File: src/rtl/reg_pipe_chain.sv
// Parametrised register chain with valid/ready handshake, bubble collapsing,
// synchronous flush and registered occupancy count.
module reg_pipe_chain #(
  parameter int WIDTH = 8,
  parameter int DEPTH = 4,
  localparam int CNT_W = $clog2(DEPTH + 1)
) (
  input  logic             clk,
  input  logic             reset_n,
  input  logic             flush,
  input  logic             s_valid,
  input  logic [WIDTH-1:0] s_data,
  output logic             s_ready,
  output logic             m_valid,
  output logic [WIDTH-1:0] m_data,
  input  logic             m_ready,
  output logic [CNT_W-1:0] occupancy,
  output logic             empty,
  output logic             full
);

  logic [DEPTH-1:0] valid_vec;
  logic [DEPTH-1:0] rdy;
  logic [DEPTH-1:0] nxt_valid;
  logic [WIDTH-1:0] data_vec [DEPTH];
  logic [CNT_W-1:0] nxt_cnt;

  // Ready ripples from the consumer back towards the producer; an empty
  // stage is always ready, which is what lets bubbles close under stall.
  always_comb begin
    rdy = '0;
    rdy[DEPTH-1] = ~valid_vec[DEPTH-1] | m_ready;
    for (int unsigned k = 1; k < DEPTH; k++) begin
      rdy[DEPTH-1-k] = ~valid_vec[DEPTH-1-k] | rdy[DEPTH-k];
    end
  end

  for (genvar i = 0; i < DEPTH; i++) begin : g_stage
    logic             valid_q;
    logic [WIDTH-1:0] data_q;
    logic             up_valid;
    logic [WIDTH-1:0] up_data;

    if (i == 0) begin : g_head
      assign up_valid = s_valid & ~flush;
      assign up_data  = s_data;
    end else begin : g_body
      assign up_valid = valid_vec[i-1];
      assign up_data  = data_vec[i-1];
    end

    assign nxt_valid[i] = flush ? 1'b0 : (rdy[i] ? up_valid : valid_q);

    always_ff @(posedge clk or negedge reset_n) begin
      if (!reset_n) begin
        valid_q <= 1'b0;
        data_q  <= '0;
      end else begin
        valid_q <= nxt_valid[i];
        if (rdy[i] && up_valid && !flush) begin
          data_q <= up_data;
        end
      end
    end

    assign valid_vec[i] = valid_q;
    assign data_vec[i]  = data_q;
  end

  // Count the next-state valids so the registered count tracks valid_vec exactly.
  always_comb begin
    nxt_cnt = '0;
    for (int unsigned k = 0; k < DEPTH; k++) begin
      nxt_cnt = nxt_cnt + CNT_W'(nxt_valid[k]);
    end
  end

  always_ff @(posedge clk or negedge reset_n) begin
    if (!reset_n) begin
      occupancy <= '0;
    end else begin
      occupancy <= nxt_cnt;
    end
  end

  assign s_ready = rdy[0] & ~flush;
  assign m_valid = valid_vec[DEPTH-1];
  assign m_data  = data_vec[DEPTH-1];
  assign empty   = (occupancy == '0);
  assign full    = (occupancy == CNT_W'(DEPTH));

endmodule

File: config.mk
export PLATFORM = sky130hd
export DESIGN_NAME = reg_pipe_chain
export DESIGN_NICKNAME = d
export VERILOG_FILES = /design/src/rtl/reg_pipe_chain.sv
export SDC_FILE = /design/constraint.sdc
export NUM_CORES = 1
export LEC_CHECK = 0
export ABC_AREA = 1
export CAP_MARGIN = 10
export CORE_UTILIZATION = 50
export CTS_CLUSTER_DIAMETER = 60
export DETAILED_ROUTE_END_ITERATION = 7
export GPL_ROUTABILITY_DRIVEN = 0
export PLACE_DENSITY = 0.81
export SETUP_SLACK_MARGIN = 0.5
export SKIP_LAST_GASP = 1
export SYNTH_ARGS = -nofsm -noshare
export SYNTH_HDL_FRONTEND = slang
export SYNTH_SLANG_ARGS = --single-unit
File: constraint.sdc
create_clock -name clk -period 3.2 [get_ports clk]
set_input_delay 0.32 -clock clk [delete_from_list [all_inputs] [get_ports clk]]
set_output_delay 0.32 -clock clk [all_outputs]
set_load 0.01 [all_outputs]
; Word-level counts from Yosys, hierarchy flattened
; Index checks and enable logic that the tools add are counted.
; W data, S select, Z words.
[op_classes]
n_addsub = 3
n_eq_ne = 1
n_mux = 8
bitwise = 11
n_reduce_logical = 10
[ops]
columns = cell, n
row1 = $logic_and A1 B1 Y1, 8
row2 = $mux W1, 8
row3 = $not A1 Y1, 5
row4 = $or A1 B1 Y1, 4
row5 = $add A2 B1 Y3, 1
row6 = $add A3 B1 Y3, 1
row7 = $eq A3 B3 Y1 const B, 1
row8 = $logic_not A3 Y1, 1
row9 = $add A1 B1 Y2, 1
row10 = $and A1 B1 Y1, 2
row11 = $logic_not A1 Y1, 1
[totals]
ff_bits = 39
in_bits = 13
out_inout_bits = 15
word_cells = 42

; Depth between registers and ports, before layout
; Gate-level depths: netlist (run 1).
[depth]
word_depth = 10
ltp_mapped = 8
mapped_depth_nobuf = 7

; Worst setup path after synthesis (run 1)
; OpenSTA, ideal clock, no wires.
[synth_timing]
kind = register to register
startpoint = reg g_stage[3].valid_q (netlist: m_valid)
endpoint = reg occupancy[1]
arrival_ns = 1.895
required_time_ns = 3.074
setup_slack_ns = 1.179
stages_incl_launch_ff = 9
n_path_buf = 1
synth_period_minus_slack_ns = 2.021
path_cell_list = dfrtp_1 > inv_1 > nor2_4 > nand4_1 > buf_2 > a21oi_2 > fa_1 > ha_1 > ha_1
[synth_between]
elab_chain_cells = 10
word_cells_on_any_way = 16
[synth_rtl]
columns = element, line_no
row1 = from (decl), 39  ; logic valid_q;
row2 = from (signal assigned), 59  ; valid_q <= nxt_valid[i];
row3 = $not A1 Y1, 32  ; rdy[DEPTH-1] = ~valid_vec[DEPTH-1] | m_ready;
row4 = $or A1 B1 Y1, 32
row5 = $or A1 B1 Y1 (3 in a row), 34  ; rdy[DEPTH-1-k] = ~valid_vec[DEPTH-1-k] | rdy[DEPTH-k];
row6 = $mux W1 (2 in a row), 52  ; assign nxt_valid[i] = flush ? 1'b0 : (rdy[i] ? up_valid : valid_q);
row7 = via nxt_valid[0], 24  ; logic [DEPTH-1:0] nxt_valid;
row8 = $add A1 B1 Y2, 74  ; nxt_cnt = nxt_cnt + CNT_W'(nxt_valid[k]);
row9 = $add A2 B1 Y3, 74
row10 = $add A3 B1 Y3, 74
row11 = via nxt_cnt[1], 26  ; logic [CNT_W-1:0] nxt_cnt;
row12 = to (signal assigned), 82  ; occupancy <= nxt_cnt;
row13 = to (decl), 17  ; output logic [CNT_W-1:0] occupancy,
; The timed path passes the listed nets, and every way through them passes these cells.
; A chain may end at the register's enable or synchronous reset.

; Worst setup path after layout (run 1)
[layout_timing]
startpoint = in m_ready
endpoint = out s_ready
[layout_between]
elab_chain_cells = 5
[layout_rtl]
columns = element, line_no
row1 = from (decl), 16  ; input logic m_ready,
row2 = $or A1 B1 Y1, 32
row3 = $or A1 B1 Y1 (3 in a row), 34
row4 = $and A1 B1 Y1, 86  ; assign s_ready = rdy[0] & ~flush;
row5 = to (decl), 13  ; output logic s_ready,
; Every way passes these cells.

==> results of run 1 <==
-- path summary, 6_finish.rpt --
check / endpoint / slack [ps]
max in group asynchronous: g_stage[2].data_q[4] / 2630
worst min-delay path: m_data[2] / 60
min in group clk: g_stage[0].data_q[7] / 490
worst min register to register: g_stage[0].data_q[7] / 490
worst max register to register: occupancy[1] / 930
worst max-delay path: s_ready / 840
-- layout make-up --
class	count	area share
sequential	39	0.475
multi-input combinational	102	0.299
timing repair buffer	27	0.129
inverter	15	0.0274
tap	44	0.0268
clock buffer	6	0.0250
clock inverter	2	0.0171
-- stage by stage --
stage	util	area, sq um
4_1_cts	0.656	2050
3_3_place_gp	0.629	1970
5_1_grt	0.656	2050
6_report	0.656	2050
2_1_floorplan	-	1690
3_5_place_dp	0.629	1970
-- state kept, by name, summed over array words and instances (netlist names) --
name / flops
m_data: 8
g_stage.valid_q: 3
m_valid: 1
occupancy: 3
g_stage.data_q: 24
-- worst max-delay path: cells and delay by family --
family                 cells  cell delay [ps]
buffers and inverters      3             1090
and+or+nand+nor            3              620
-- per-layer routing --
metal,global-route usage,vias to the layer above,share of wire
met5,0,-,0
li1,-,574,-
met3,0.0714,4,0.052
met2,0.333,32,0.52
met4,0.0698,0,0.0089
met1,0.204,542,0.42
-- placed cells by master (no fill, tap or decap), types with 2 or more instances in the layout --
| cell type | count |
|---|---|
| a21oi_1 | 3 |
| a21oi_2 | 9 |
| clkbuf_4 | 5 |
| clkdlybuf4s50_1 | 26 |
| dfrtp_1 | 39 |
| ha_1 | 2 |
| inv_1 | 14 |
| nand2_1 | 38 |
| nand2_2 | 4 |
| nand2_4 | 3 |
| nand3_1 | 16 |
| nor2_1 | 7 |
| nor2_2 | 2 |
| nor2_4 | 5 |
| o21ai_2 | 8 |
-- kinds of logic after synthesis --
| logic type | count (synthesis) | synth area share |
|---|---|---|
| DFF | 39 | 0.576 |
| adders and majority gates | 3 | 0.0266 |
| and+or+nand+nor | 79 | 0.239 |
| buffers and inverters | 19 | 0.0613 |
| AOI/OAI and AO/OA | 20 | 0.0968 |
-- power by group --
| group | internal [mW] | leakage [nW] | switching [mW] |
|---|---|---|---|
| Sequential | 0.582 | 0.487 | 0.0442 |
| Combinational | 0.129 | 0.455 | 0.127 |
| Clock | 0.185 | 0.0482 | 0.156 |
| Total | 0.895 | 0.990 | 0.327 |
==> flow_summary.json, run 1 <==
{
  "synth.yosys.seq_area_share": 0.576,
  "wl_mm": 2.80,
  "ys_ff_latch": 39,
  "crit_fanout": 11,
  "crit_type": "input port to output port",
  "first_iter_violations": 49,
  "max_freq_mhz": 424,
  "slew_viol_final": 0,
  "critPathMaxStageDelay_ps": 500,
  "synth_common_cells": "39 x dfrtp_1, 38 x nand2_1, 16 x nand3_1",
  "synthCells": 160,
  "cts_setup_buffers": 0,
  "setup_viol": 0,
  "maxCapViolCount": 0,
  "final_nets": 206,
  "cts_tree": "built",
  "yosysTopAreaCell": "dfrtp_1",
  "n_fill_cell": 271,
  "synth_top_area_frac": 0.576,
  "synth_area_leaders": "dfrtp_1 58%, nand2_1 8.4%, nand3_1 4.7%",
  "required_ps": 2880,
  "numCtsBuffers": 5,
  "min_path_type": "input port to asynchronous set/reset pin",
  "cts.root.buffer_cell": "clkbuf_4",
  "via_per_inst": 4.90,
  "clkLatencyLatePin_ps": 340,
  "ff_latch_area_sq_um": 976,
  "start_util": 0.542,
  "power_mw": 1.22,
  "antenna_left": 0,
  "die_w_um": 60.2,
  "holdBufCountCts": 0,
  "rows": 20,
  "netlist_area_sq_um": 1690,
  "io_pins": 28,
  "avgSynthCellArea_sq_um": 10.6,
  "antenna_found_initial": 0,
  "grt_pass1_wl_mm": 4.80,
  "setup_ws_ps": 843,
  "dpl.cell_count": 227,
  "maxSlewHeadroom": 0.453,
  "yosysUniqueCellTypes": 22,
  "die_area_sq_um": 3630,
  "ctsLongestPathBuffers": 2,
  "fin_crit_sh": 0.736,
  "leakagePower_nw": 0.990,
  "p_per_area_nw_per_um2": 595,
  "route.detailed.wl_per_inst_um": 11.9,
  "ys_warn_count": 0,
  "fin_crit_ps": 2360,
  "ir_drop_mv": 0.249,
  "grt_util_all_layers": 0.189,
  "crit_start": "m_ready",
  "diodes": 0,
  "multi_input_area_sq_um": 614,
  "synth_nets": 176,
  "clk_pin_slew_ps": 110,
  "ff2ff_path_depth": 7,
  "drcViolationCount": 0,
  "cp_slowest_cell": "clkdlybuf4s50_1",
  "final.setup_skew_ps": 5.59,
  "fp.dieH_um": 60.2,
  "hpwl_mm": 2.08,
  "setup-tns-final_ps": 0,
  "vias": 1152,
  "synth_edf_count": 0,
  "cpMostUsedCell": "clkdlybuf4s50_1",
  "end_kind": "output port",
  "first_global_vias": 1125,
  "fp.coreArea_sq_um": 3130,
  "final_cells": 235,
  "grt_max_degree": 40,
  "cp_cell_sequence": "clkdlybuf4s50_1 -> nor2_4 -> nand4_1 -> inv_1 -> nor2_1 -> clkdlybuf4s50_1",
  "synth.most_common_cell": "dfrtp_1",
  "rsz0062_at_grt": "false",
  "worstMarginPinSlew_ps": 821,
  "holdWs_ps": 64.9,
  "yosys_most_used_dff": "dfrtp_1",
  "drtPass1Iterations": 4,
  "pre_cts_slack_ps": 513,
  "hold_viol": 0,
  "synthArstFlopShare": 1.00,
  "htree_levels": 2,
  "start_kind": "input port",
  "clock_sinks": 39,
  "crit_arrival_ps": 2040,
  "port_buffers": 27,
  "cts_resized": 0,
  "status": "complete, no violations",
  "drive_gt1_frac": 0.220,
  "syn2layout_area_growth_pct": 21.2,
  "grt-ovfl-total": 0,
  "r2r_start": "m_valid"
}
(Power assumes the default switching activity.)
==> run 2, diff against run 1 <==
clock period = 2.3 ns   (was 3.2 ns; I/O delays follow)
==> run 2 against run 1 <==
Clock skew grew 0.79 ps; worst hold slack improved by 370 ps; critical path depth increased by 2; clock power is 4% higher; setup slack lost 530 ps; global-route usage grew 0.64 points; largest power group unchanged; cell count grew 5.1%; first-iteration DRC count decreased by 47%; critical endpoint is now occupancy[1]; register-to-register slack got worse by 620 ps.
==> flow_summary.json, run 2 (synthesis gave the netlist of run 1 again) <==
{
  "status": "complete, no violations",
  "wl_mm": 3.01,
  "die_w_um": 60.2,
  "clkLatencyLatePin_ps": 350,
  "clk_pin_slew_ps": 100,
  "end_kind": "flop",
  "slew_viol_final": 0,
  "worstMarginPinSlew_ps": 837,
  "drcViolationCount": 0,
  "final_nets": 219,
  "fin_crit_sh": 0.864,
  "die_area_sq_um": 3630,
  "port_buffers": 27,
  "route.detailed.wl_per_inst_um": 12.2,
  "grt_pass1_wl_mm": 5.02,
  "p_per_area_nw_per_um2": 733,
  "htree_levels": 2,
  "crit_arrival_ps": 2280,
  "ir_drop_mv": 0.402,
  "clock_sinks": 39,
  "fp.dieH_um": 60.2,
  "final.setup_skew_ps": 6.38,
  "grt_max_degree": 40,
  "rows": 20,
  "p_int_mw": 1.14,
  "wl_met2_mm": 1.51,
  "antenna_found_initial": 0,
  "mostFrequentLayoutCells": "39 x dfrtp_1, 38 x nand2_1, 23 x clkdlybuf4s50_1",
  "switchingPower_uw": 451,
  "start_kind": "flop",
  "n_fill_cell": 231,
  "numCtsBuffers": 5,
  "start_util": 0.542,
  "power_switching_share": 0.284,
  "first_iter_violations": 26,
  "syn2layout_area_growth_pct": 27.8,
  "highest_layer": "met4",
  "setup-tns-final_ps": 0,
  "crit_fanout": 4,
  "dpl.cell_count": 230,
  "crit_type": "flop to flop",
  "top_register": "g_stage.data_q",
  "grt_util_all_layers": 0.195,
  "drt-met1-wl_mm": 1.25,
  "final_cells": 247,
  "hold_depth": 3,
  "leakagePower_nw": 1.06,
  "grt-ovfl-total": 0,
  "drtPass1Iterations": 4,
  "p_clk_frac": 0.222,
  "rsz0062_at_grt": "true",
  "fp.coreArea_sq_um": 3130,
  "hpwl_mm": 2.10,
  "largest_reg_flops": 24,
  "antenna_left": 0,
  "seqPwrFrac": 0.549,
  "first_global_vias": 1199,
  "min_path_type": "input port to flop",
  "io_pins": 28,
  "hold_viol": 0,
  "routed-wl-met3_um": 170,
  "via_per_inst": 4.85,
  "fin_crit_ps": 1990,
  "drive_gt1_frac": 0.296,
  "maxSlewHeadroom": 0.442,
  "maxCapViolCount": 0,
  "diodes": 0,
  "required_ps": 2590,
  "pwr-share-comb": 0.229,
  "max_freq_mhz": 504,
  "vias": 1199,
  "ctsLongestPathBuffers": 2,
  "ff2ff_path_depth": 8,
  "cts.root.buffer_cell": "clkbuf_4",
  "cts_tree": "built",
  "r2r_slack_ps": 310,
  "setup_viol": 0,
  "layout_commonest_cell": "dfrtp_1"
}
run 2: cell types whose count changed in the layout (fill, tap and decap cells not counted), sizes merged:
cell           delta
clkdlybuf4s50     -3
buf              +13
bufinv            -1
dlymetal6s2s      +2
dlygate4sd3       +1
run 2: path summary, 6_finish.rpt:
path                                           start                    to
worst min register to register  g_stage[0].data_q[3]  g_stage[0].data_q[3]
worst max-delay path                         m_valid          occupancy[1]
min in group asynchronous                    reset_n             m_data[2]
worst min-delay path                       s_data[7]  g_stage[0].data_q[7]
max in group asynchronous                    reset_n  g_stage[0].data_q[2]
worst max register to register               m_valid          occupancy[1]
run 2: through the flow:
stage	worst slack (ps)	utilization	total power, mW	hold slack, ps	cell area (sq um)
after floorplan	362	-	1.08	-65.6	1720
after global placement	135	0.641	1.22	357	2010
after detailed placement	84.6	0.641	1.25	378	2010
after CTS	381	0.676	1.60	420	2110
after global routing	254	0.692	1.69	435	2170
final	314	0.692	1.59	433	2170
run 2: critical path: stages (launching register included):
cell and delay [ps]:
dfrtp_1 370, inv_2 50, nor2_4 140, nand4_1 130, buf_4 170, a21oi_4 150, fa_1 490, ha_4 190
ha_4 250
run 2: cell type report:
| class | instances | area, sq um | share of cell area |
|---|---|---|---|
| Sequential cell | 39 | 976 | 0.451 |
| Clock buffer | 6 | 51.3 | 0.0237 |
| Inverter | 15 | 56.3 | 0.0260 |
| Multi-Input combinational cell | 102 | 653 | 0.302 |
| Timing Repair Buffer | 40 | 369 | 0.170 |
| Clock inverter | 1 | 5.00 | 0.00231 |
| Tap cell | 44 | 55.1 | 0.0254 |
run 2: power by group through the flow:
| stage | logic (mW) | clock network, mW | registers, mW |
|---|---|---|---|
| final | 0.364 | 0.352 | 0.871 |
| after global routing | 0.409 | 0.396 | 0.886 |
| after CTS | 0.367 | 0.366 | 0.872 |
| after detailed placement | 0.362 | 0 | 0.886 |
| after global placement | 0.345 | 0 | 0.879 |
| after floorplan | 0.181 | 0 | 0.897 |
run 2: timing repair:
action / in CTS / in global routing
endpoints found under the setup margin: 3 / 6
setup buffers: 4 / 5
pin swaps: 1 / 4
hold buffers: 1 / 0
resized for setup: 3 / 8
endpoints found under the hold margin: 39 / 0
run 2: layer usage:
layer	vias up	GRT usage
met5	-	0
met4	0	0.0897
met3	7	0.0584
met2	41	0.352
met1	554	0.207
li1	597	-
